<file path="config.mk">
export PLATFORM = sky130hd
export DESIGN_NAME = cache_mem_arbiter
export DESIGN_NICKNAME = d
export VERILOG_FILES = /design/src/rtl/cache_mem_arbiter.sv
export SDC_FILE = /design/constraint.sdc
export NUM_CORES = 1
export LEC_CHECK = 0
export CAP_MARGIN = 10
export CORE_AREA = 3 3 544 546
export DETAILED_ROUTE_END_ITERATION = 8
export DIE_AREA = 0 0 547 549
export PLACE_DENSITY_LB_ADDON = 0.15
export SETUP_SLACK_MARGIN = 0.1
export SKIP_LAST_GASP = 1
export SYNTH_ARGS = -nofsm -noshare
export SYNTH_HDL_FRONTEND = slang
export SYNTH_SLANG_ARGS = --single-unit
</file>
<file path="constraint.sdc">
create_clock -name clk -period 3.2 [get_ports clk]
set_clock_uncertainty 0.15 [all_clocks]
set_input_delay 0.32 -clock clk [delete_from_list [all_inputs] [get_ports clk]]
set_output_delay 0.32 -clock clk [all_outputs]
set_load 0.01 [all_outputs]
</file>
<file path="src/rtl/cache_mem_arbiter.sv">
// cache_mem_arbiter: shares one downstream memory port between icache and dcache with round-robin grant
module cache_mem_arbiter #(
  parameter int ADDR_W = 32,
  parameter int LINE_W = 256
) (
  input  logic              clk,
  input  logic              rst,
  input  logic              i_read,
  input  logic [ADDR_W-1:0] i_addr,
  output logic [LINE_W-1:0] i_rdata,
  output logic              i_resp,
  input  logic              d_read,
  input  logic              d_write,
  input  logic [ADDR_W-1:0] d_addr,
  input  logic [LINE_W-1:0] d_wdata,
  output logic [LINE_W-1:0] d_rdata,
  output logic              d_resp,
  output logic              mem_read,
  output logic              mem_write,
  output logic [ADDR_W-1:0] mem_addr,
  output logic [LINE_W-1:0] mem_wdata,
  input  logic [LINE_W-1:0] mem_rdata,
  input  logic              mem_resp,
  output logic              proto_err
);
  typedef enum logic [1:0] {IDLE, BUSY_I, BUSY_D} state_t;
  state_t state, state_nx;
  logic last_d, last_d_nx;
  logic wr_q, wr_nx;
  logic perr_q, perr_nx;
  logic [ADDR_W-1:0] addr_q, addr_nx;
  logic [LINE_W-1:0] wdata_q, wdata_nx;
  logic d_req, grant_d, grant_i;
  assign d_req = d_read | d_write;
  // on conflict the requester that did not win last time gets the port
  assign grant_d = d_req && (!i_read || !last_d);
  assign grant_i = i_read && !grant_d;
  always_comb begin
    state_nx = state;
    last_d_nx = last_d;
    wr_nx = wr_q;
    addr_nx = addr_q;
    wdata_nx = wdata_q;
    perr_nx = perr_q | (d_read & d_write);
    if (state == IDLE) begin
      perr_nx = perr_nx | mem_resp;
      if (grant_d) begin
        state_nx = BUSY_D;
        last_d_nx = 1'b1;
        wr_nx = d_write;
        addr_nx = d_addr;
        wdata_nx = d_wdata;
      end else if (grant_i) begin
        state_nx = BUSY_I;
        last_d_nx = 1'b0;
        wr_nx = 1'b0;
        addr_nx = i_addr;
      end
    end else begin
      perr_nx = perr_nx | (state == BUSY_I ? !i_read : !d_req);
      state_nx = mem_resp ? IDLE : state;
    end
  end
  always_ff @(posedge clk or negedge rst) begin
    if (!rst) begin
      state <= IDLE;
      last_d <= 1'b0;
      wr_q <= 1'b0;
      perr_q <= 1'b0;
      addr_q <= '0;
      wdata_q <= '0;
    end else begin
      state <= state_nx;
      last_d <= last_d_nx;
      wr_q <= wr_nx;
      perr_q <= perr_nx;
      addr_q <= addr_nx;
      wdata_q <= wdata_nx;
    end
  end
  assign mem_read = (state != IDLE) && !wr_q;
  assign mem_write = (state != IDLE) && wr_q;
  assign mem_addr = addr_q;
  assign mem_wdata = wdata_q;
  assign proto_err = perr_q;
  assign i_resp = (state == BUSY_I) && mem_resp;
  assign d_resp = (state == BUSY_D) && mem_resp;
  assign i_rdata = rst ? mem_rdata : '0;
  assign d_rdata = rst ? mem_rdata : '0;
endmodule

</file>
==> results.yml <==
placement:
  routabilityCongestion: 0.820
  pre_cts_slack_ns: 0.485
  hpwl_mm: 156
  buffer_ports.inserted: 1386
flow_run:
  maxCapViolations: 0
global_route:
  antenna_found_initial: 131
  met2_usage: 0.189
  grt_remaining_overflow: 0
  grtUsageMet3: 0.0604
  gr_busiest_metal: "met2"
  first_global_vias: 15600
  grt_usage: 0.110
  use_met1: 0.122
  grt_max_degree: 83
  grt_pass1_wl_mm: 209
drt:
  wirelength_mm: 173
  drcViolationCount: 0
  number_of_violations_reported_at_the_end_of_detailed_routing_iteration_0: 479
  first_pass_iters: 4
  drt-vias-per-instance: 2.27
  ant_nets: 0
  detail_route.wl_per_cell_um: 27.4
  number_of_vias_in_the_routed_layout: 14400
timing:
  timing.final.max_slew_violations: 0
  max_freq_mhz: 349
  grt_setup_unrepaired: "false"
  timing_worst_slew_pin_value_ns: 0.709
  final_hold_viol_count: 0
  setup-violations-final: 0
  min_period_ns: 2.86
  fin_hold_ws_ns: 0.0536
  max_slew_margin: 0.527
  fin_ws_ns: 0.339
  fin_crit_sh: 0.894
  setup_total_negative_slack_ns: 0
critical_path:
  path_buf_inv: 5
  critical_path.top_delay_family: "buffers and inverters"
  slowest_delay_ns: 0.72
  cpMaxStageDelayCell: "dlygate4sd3_1"
  critical_path.max_fanout: 5
  path_class: "in2out"
  critical_path_required_ns: 2.73
  crit_path_cell_trace: "buf_8, buf_12, dlygate4sd3_1, buf_4, and2_1, clkdlybuf4s50_1"
  timing.critical_path.to_type: "output port"
  crit_arrival_ns: 2.39
  critical_path.startpoint_type: "input pin"
pwr:
  p_switching_w: 0.00956
  pwr-share-seq: 0.275
  sw_frac_of_total: 0.380
  cellLeakagePower_nw: 12.0
  power_density_nw_per_um2: 741
  design_internal_power_w: 0.0156
  power.share.clock: 0.198
  combinational_group_share_of_total_power: 0.527
  vdd.ir_drop.worst_mv: 0.419
logic_synthesis:
  postSynthNetCount: 1792
  yosys.area.top_type_share: 0.491
  synth.top_cells.by_area: "dfrtp_1 49%, mux2_2 24%, buf_4 14%, and2_1 11%, clkbuf_1 0.73%"
  netlist_area_um2: 14900
  synth_enable_flop_cells: 0
  ys_warn_count: 0
  postSynthRegisterBits: 293
  avgSynthCellArea_um2: 12.4
  post_synth_arst_share: 1.00
  ys.flop_type: "dfrtp_1"
  synth-seq-area-share: 0.491
  netlist_instances: 1210
  yosysTopAreaCell: "dfrtp_1"
  synth_cell_type_count: 20
floorplanning:
  floorplan.rows: 198
  die-area_um2: 300000
  floorplan.core_area_um2: 291000
  initial_core_util: 0.0513
  die-width_um: 547
  io_pins: 1387
  die_y_um: 549
clock_tree:
  postCtsSetupRepairBufs: 0
  postCtsResizedCells: 0
  tritoncts_clock_tree: "built"
  insertion_delay_ns: 0.60
  clock_sinks: 293
  clk_transition_reported_paths_ns: 0.06
  number_of_cts_inserted_buffers: 45
  cts_root_buffer: "clkbuf_16"
  postCtsHoldBufs: 8
  max_h_tree_level: 2
  ctsLongestPathBuffers: 3
cells_and_area:
  drive_above_1_share: 0.206
  num-nets-final: 2967
  final_core_utilization: 0.116
  area.growth.synth_to_final_pct: 127
  layout.filler_cells: 33200
min_path:
  hold_class: "in2async"
run_status:
  run_status: "completed"
## stage by stage
stage                     power, W  area (um^2)  instances
after floorplan             0.0116        14900       1210
after global placement      0.0209        32300       6230
after detailed placement    0.0207        32300       6230
after CTS                   0.0262        33900       6311
after global routing        0.0270        33900       6312
final                       0.0251        33900       6318
## cell type report
class | instances | area [um^2] | share of cell area
repair buffers | 1447 | 14900 | 0.438
flip-flops and latches | 293 | 7330 | 0.216
clock inverters | 10 | 135 | 0.00399
inverters | 4 | 15.0 | 0.000443
well taps | 3900 | 4880 | 0.144
multi-input cells | 594 | 5360 | 0.158
diodes | 7 | 17.5 | 0.000517
clock buffers | 63 | 1290 | 0.0382
## flip-flops by register name, summed over array words and instances (netlist names)
register / count
state: 2
proto_err: 1
last_d: 1
mem_addr: 32
mem_wdata: 256
wr_q: 1
## path summary, 6_finish.rpt
kind | startpoint | end | slack, ns | cells after the start
max in group asynchronous | rst | mem_wdata[174]$_DFFE_PN0P_ | 1.54 | 5
min | rst | mem_addr[17]$_DFFE_PN0P_ | 0.05 | 4
max | rst | i_rdata[61] | 0.34 | 6
min reg2reg | mem_addr[29]$_DFFE_PN0P_ | mem_addr[29]$_DFFE_PN0P_ | 0.35 | 1
min in group clk | d_wdata[134] | mem_wdata[134]$_DFFE_PN0P_ | 0.14 | 2
max reg2reg | last_d$_DFFE_PN0P_ | mem_wdata[173]$_DFFE_PN0P_ | 1.16 | 5
## per-layer routing
metal	wire, um	up-vias	part of all wire
met3	21500	287	0.12
met2	82500	1093	0.48
met5	126	-	0.00073
met1	66200	6877	0.38
li1	-	6096	-
met4	2930	20	0.017
## cell usage after synthesis, drive strengths merged (2+ instances only)
library cell,number
mux2,320
and2,256
dfrtp,293
o2bb2ai,2
nor2,5
clkbuf,29
nand2,2
inv,4
buf,290
## logic make-up after synthesis
family,count (synthesis),synth area share
mux,321,0.242
flops,293,0.491
simple gates,265,0.111
buf+inv,323,0.152
compound gates,8,0.00477
## placed cells by master (no fill, tap or decap), drive strengths merged, types with 2 or more instances in the layout
cell type and n:
diode 7, clkdlybuf4s50 1333, clkinvlp 2, inv 5, and2 256, clkbuf 63, bufinv 2, o2bb2ai 2
dfrtp 293, nand2 2, nor2 5, mux2 320, buf 109, dlygate4sd3 5, clkinv 5
## power by group through the flow
stage	Clock, W	Combinational (W)	Sequential (W)
global placement	0	0.0139	0.00703
detailed placement	0	0.0137	0.00701
CTS	0.00531	0.0138	0.00703
finish	0.00498	0.0132	0.00691
floorplan	0	0.00409	0.00750
global route	0.00541	0.0144	0.00722
## worst min-delay path, stage by stage
cell and delay [ns]:
buf_8 0.09, buf_12 0.15, buf_12 0.25, buf_4 0.32
No activity file was read; power rests on OpenSTA's default activity.
